--- config.mk ---
export PLATFORM = sky130hd
export DESIGN_NAME = atm_balance_update
export DESIGN_NICKNAME = d
export VERILOG_FILES = /design/src/rtl/atm_balance_update.sv
export SDC_FILE = /design/constraint.sdc
export NUM_CORES = 1
export LEC_CHECK = 0
export CAP_MARGIN = 20
export CORE_MARGIN = 2
export CORE_UTILIZATION = 49
export DETAILED_ROUTE_END_ITERATION = 6
export GPL_ROUTABILITY_DRIVEN = 0
export GPL_TIMING_DRIVEN = 0
export PLACE_DENSITY_LB_ADDON = 0.25
export SLEW_MARGIN = 20
export SYNTH_ARGS = -nofsm -noshare
export SYNTH_HDL_FRONTEND = slang
export SYNTH_SLANG_ARGS = --single-unit
--- constraint.sdc ---
create_clock -name clk -period 9.04 [get_ports clk]
set_input_delay 0.904 -clock clk [delete_from_list [all_inputs] [get_ports clk]]
set_output_delay 0.904 -clock clk [all_outputs]
set_load 0.01 [all_outputs]
--- src/rtl/atm_balance_update.sv ---
// Account-table transaction engine: authenticates card/password with a linear search and applies a
// deposit or withdrawal to the matched entry, with a per-entry lockout after three wrong passwords.
module atm_balance_update #(
  parameter  int N     = 3,
  localparam int IDX_W = (N > 0) ? $clog2(N + 1) : 1
) (
  input  logic             clk,
  input  logic             rst,
  input  logic             cfg_we,
  input  logic [IDX_W-1:0] cfg_idx,
  input  logic [9:0]       cfg_card,
  input  logic [10:0]      cfg_pwd,
  input  logic [10:0]      cfg_bal,
  input  logic             req_valid,
  output logic             req_ready,
  input  logic [9:0]       req_card,
  input  logic [10:0]      req_pwd,
  input  logic             req_op,
  input  logic [10:0]      req_amt,
  output logic             rsp_valid,
  input  logic             rsp_ready,
  output logic [2:0]       rsp_status,
  output logic [10:0]      rsp_balance
);

  typedef enum logic [1:0] {IDLE, SEARCH, EXEC, RESP} state_t;
  typedef enum logic [2:0] {
    ST_OK = 3'd0, ST_NO_CARD = 3'd1, ST_BAD_PWD = 3'd2,
    ST_INSUFF = 3'd3, ST_OVERFLOW = 3'd4, ST_LOCKED = 3'd5
  } status_t;

  localparam logic [IDX_W-1:0] LAST = IDX_W'(N);

  state_t           state;
  logic [IDX_W-1:0] k;
  logic             found;
  logic [9:0]       lat_card;
  logic [10:0]      lat_pwd;
  logic             lat_op;
  logic [10:0]      lat_amt;

  logic [9:0]       card_tab [0:N];
  logic [10:0]      pwd_tab  [0:N];
  logic [10:0]      bal_tab  [0:N];
  logic [1:0]       fail_cnt [0:N];

  status_t          exec_status;
  logic [10:0]      exec_bal;
  logic             exec_we;
  logic [1:0]       exec_fail;
  logic [10:0]      cur_bal;
  logic [11:0]      dep_sum;
  logic             cfg_hit;

  assign req_ready = (state == IDLE) && !cfg_we;
  assign cfg_hit   = (state == IDLE) && cfg_we && (32'(cfg_idx) <= 32'(N));

  // Outcome of the EXEC step for entry k, in priority order: lock, password, then arithmetic.
  always_comb begin
    // NOTE: every output gets a default first so no path leaves a value unassigned (no latch).
    cur_bal     = bal_tab[k];
    dep_sum     = {1'b0, cur_bal} + {1'b0, lat_amt};
    exec_status = ST_OK;
    exec_bal    = cur_bal;
    exec_we     = 1'b0;
    exec_fail   = fail_cnt[k];
    if (!found) begin
      exec_status = ST_NO_CARD;
      exec_bal    = '0;
    end else if (fail_cnt[k] == 2'd3) begin
      exec_status = ST_LOCKED;
    end else if (pwd_tab[k] != lat_pwd) begin
      exec_status = ST_BAD_PWD;
      exec_fail   = fail_cnt[k] + 2'd1;
    end else begin
      exec_fail = '0;
      if (!lat_op) begin
        if (dep_sum[11]) begin
          exec_status = ST_OVERFLOW;
        end else begin
          exec_bal = dep_sum[10:0];
          exec_we  = 1'b1;
        end
      end else if (lat_amt > cur_bal) begin
        exec_status = ST_INSUFF;
      end else begin
        exec_bal = cur_bal - lat_amt;
        exec_we  = 1'b1;
      end
    end
  end

  // NOTE: the account tables are storage, not control state, so they are deliberately not reset;
  // only writes are suppressed while rst is high so an aborted transaction never lands.
  always_ff @(posedge clk) begin
    if (!rst) begin
      if (cfg_hit) begin
        card_tab[cfg_idx] <= cfg_card;
        pwd_tab[cfg_idx]  <= cfg_pwd;
        bal_tab[cfg_idx]  <= cfg_bal;
      end else if (state == EXEC && exec_we) begin
        bal_tab[k] <= exec_bal;
      end
    end
  end

  // NOTE: all sequential state uses non-blocking assignments so every register sees pre-edge values.
  always_ff @(posedge clk) begin
    if (rst) begin
      state       <= IDLE;
      rsp_valid   <= 1'b0;
      rsp_status  <= '0;
      rsp_balance <= '0;
      k           <= '0;
      found       <= 1'b0;
      lat_card    <= '0;
      lat_pwd     <= '0;
      lat_op      <= 1'b0;
      lat_amt     <= '0;
      for (int i = 0; i <= N; i++) fail_cnt[i] <= '0;
    end else begin
      unique case (state)
        IDLE: begin
          if (cfg_hit) begin
            fail_cnt[cfg_idx] <= '0;
          end else if (req_valid && req_ready) begin
            lat_card <= req_card;
            lat_pwd  <= req_pwd;
            lat_op   <= req_op;
            lat_amt  <= req_amt;
            k        <= '0;
            found    <= 1'b0;
            state    <= SEARCH;
          end
        end
        SEARCH: begin
          // A miss on the last entry still passes through EXEC, which reports NO_CARD.
          if (card_tab[k] == lat_card) begin
            found <= 1'b1;
            state <= EXEC;
          end else if (k == LAST) begin
            state <= EXEC;
          end else begin
            k <= k + 1'b1;
          end
        end
        EXEC: begin
          if (found) fail_cnt[k] <= exec_fail;
          rsp_valid   <= 1'b1;
          rsp_status  <= exec_status;
          rsp_balance <= exec_bal;
          state       <= RESP;
        end
        RESP: begin
          if (rsp_ready) begin
            rsp_valid <= 1'b0;
            state     <= IDLE;
          end
        end
        default: state <= IDLE;
      endcase
    end
  end

endmodule

==> summary.txt <==
Global route
  • Initial antenna violation count: 0
  • Most Used Layer, Global Route: met2
  • Tot GR Track Use: 0.221
  • GR Util met1: 0.277
  • Vias in the first global route: 6372
  • Global-route wire length before repair: 33000 µm
  • GR Util met2: 0.375
  • Met3 usage: 0.0452
  • Overflow after GRT: 0
  • Largest net degree at the start of global routing: 23

Place
  • Post-DP HPWL: 15300 µm
  • Pre-CTS setup slack: 3.02 ns
  • Number of port buffers: 86

Route
  • DR vias/cell: 5.85
  • ANT nets after route: 0
  • Drt wl/cell: 19.7 µm
  • Drt total wl: 20900 µm
  • Initial drt markers: 402
  • Vias: 6216
  • Remaining DRCs: 0
  • Drt pass-1 iters: 5

Setup path
  • Crit path DAT: 6.12 ns
  • CP Launch Type: register
  • Max incr delay on CP: 0.63 ns
  • Critical path fanouts, max: 10
  • Setup crit end kind: register
  • Crit path kind: register to register
  • Highest-delay cell along the critical path: o32ai_2
  • Required @ worst endpoint: 9.19 ns
  • CP most frequent cell: clkbuf_1
  • Critical path, cell by cell: clkbuf_1 -> buf_2 -> clkbuf_1 -> clkbuf_1 -> mux4_2 -> ha_1 -> clkbuf_1 -> o2111ai_1 -> a31oi_1 -> o21a_1 -> o211ai_2 -> o32ai_2 -> buf_6

Synth
  • Main synth FF type: edfxtp_1
  • Yosys warnings: 0
  • Synth Instances: 712
  • Yosys reg bits: 191
  • Leading area contributor after synthesis: edfxtp_1
  • Synth Cell Area: 8950 µm²
  • Synth top area cells: edfxtp_1 (46%), dfxtp_1 (12%), mux4_2 (8.6%), nand2_1 (4.3%), ha_1 (4.1%)
  • Cell variety after synth: 74
  • Syn_area_per_cell: 12.6 µm²
  • Mapped Nets: 815
  • Sequential share of the synthesized area: 0.579
  • Synth async-reset ratio: 0
  • Top-area cell type share of the netlist area: 0.456
  • EDFF count, synth: 136
  • Post-synth top cells: edfxtp_1 (136), nand2_1 (102), a21oi_1 (56)
  • Top-count cell post-synth: edfxtp_1

Clocking
  • Clock Pin Slew Worst Setup and Hold Paths: 0.07 ns
  • Clk sinks: 191
  • Max clock buf depth: 2
  • Resized Gates After CTS: 0
  • Clock latency on the worst-skew pair: 0.43 ns
  • H-tree levels: 4
  • CTS tree: built
  • TritonCTS Buffers: 17
  • Postcts setup bufs: 0
  • Post-CTS Hold Buffers: 0
  • CTS root buffer: clkbuf_16

Floorplanning
  • Row count: 49
  • Num ports: 88
  • Die width: 139 µm
  • Die Y: 139 µm
  • Core ar.: 18000 µm²
  • Initial Util: 0.498
  • Die area: 19400 µm²

Min path
  • Hold crit path type: register to register

Final layout
  • Diode count: 0
  • Area Growth Syn to Fin: 20.1%
  • Layout cells sized above 1: 0.134
  • Final Net Count: 925

Timing
  • Slew headroom: 0.460
  • Fin. max-slew vios: 0
  • Final Worst Setup Slack: 3.07 ns
  • Tmin final: 5.97 ns
  • Layout Skew: 0.0105 ns
  • Setup TNS: 0 ns
  • Worst slew pin tran: 0.799 ns
  • Final period util: 0.661
  • Final setup viols: 0
  • Hold Slack: 0.467 ns
  • Unrepaired setup endpoints after global routing: false
  • Max frequency: 167 MHz
  • Hold Fails Final Rpt: 0

Power
  • Power Density: 202 nW/µm²
  • Leakage dissipation: 3.57 nW
  • Peak VDD IR: 151 µV

Job
  • MaxCap Viol Count: 0

Outcome
  • Status: completed
[stage by stage]
step,cell area [µm²],std cells,total power [mW],util
after floorplan,8950,712,1.29,-
after global placement,10100,1027,1.41,0.562
after detailed placement,10200,1032,1.42,0.565
after CTS,10700,1063,2.18,0.598
after global routing,10700,1063,2.26,0.598
final,10700,1063,2.17,0.598
[final timing paths]
check                                                 to  cells past startpoint                startpoint  slack, ns
worst max-delay path             bal_tab[1][3]$_DFFE_PP_                     13                  register       3.07
worst min-delay path            lat_card[3]$_SDFFE_PP0P_                      2  lat_card[3]$_SDFFE_PP0P_       0.47
worst max register to register   bal_tab[1][3]$_DFFE_PP_                     13                  register       3.07
worst min register to register  lat_card[3]$_SDFFE_PP0P_                      2  lat_card[3]$_SDFFE_PP0P_       0.47
[routing by layer]
layer	vias up	wire [µm]	share of wire
met5	-	0	0
met4	0	676	0.032
met3	48	1090	0.052
met2	235	10500	0.50
met1	3041	8630	0.41
li1	2892	-	-
[layout by cell type (no fill, tap or decap), types with 4 or more instances in the layout]
master,count
a21o_1,5
a21oi_1,56
a221oi_1,4
a31oi_1,4
and2_1,4
and3_1,4
buf_2,8
buf_6,5
clkbuf_1,25
clkbuf_16,17
clkdlybuf4s50_1,86
dfxtp_1,55
edfxtp_1,136
ha_1,29
inv_1,34
inv_6,5
mux4_2,34
nand2_1,102
nand2b_1,15
nand3_1,8
nand4_1,7
nor2_1,24
nor2b_1,7
nor3_1,14
o21ai_0,9
o21ai_1,6
o221a_2,4
o221ai_1,4
o22ai_1,6
o32a_1,4
or3_1,4
xnor2_1,23
[cells by family after synthesis]
family | share of synthesized area
AO/OA/AOI/OAI | 0.120
adder cells (fa/ha/maj) | 0.0450
XOR/XNOR | 0.0225
flip-flops | 0.580
multiplexers | 0.0892
buffers and inverters | 0.0351
AND/OR/NAND/NOR | 0.109
[where the power goes]
part | total [mW] | switching (mW) | internal (mW)
clock network | 0.758 | 0.341 | 0.417
logic | 0.401 | 0.233 | 0.169
registers | 1.01 | 0.0221 | 0.986
total | 2.17 | 0.596 | 1.57
[critical path: cells and delay by family, from the launching register on]
| kind | cells | cell delay, ns |
|---|---|---|
| buffers and inverters | 6 | 2.42 |
| flip-flops | 1 | 0.31 |
| adder cells (fa/ha/maj) | 1 | 0.32 |
| AO/OA/AOI/OAI | 5 | 2.15 |
| multiplexers | 1 | 0.48 |
[cell type report]
class	instances	area [µm²]
multi-input combinational	449	3470
timing repair buffer	91	895
clock inverter	14	171
inverter	36	135
buffer	36	179
tap	229	287
fill	1409	7210
sequential	191	5180
clock buffer	17	425
[registers in the layout, summed over array words and instances, names as in the netlist, named ones only]
name / flops
bal_tab: 44
pwd_tab: 44
card_tab: 40
lat_amt: 11
lat_pwd: 11
rsp_balance: 11
lat_card: 10
fail_cnt: 8
rsp_status: 3
k: 2
state: 2
found: 1
lat_op: 1
rsp_valid: 1
(Power assumes the default switching activity.)
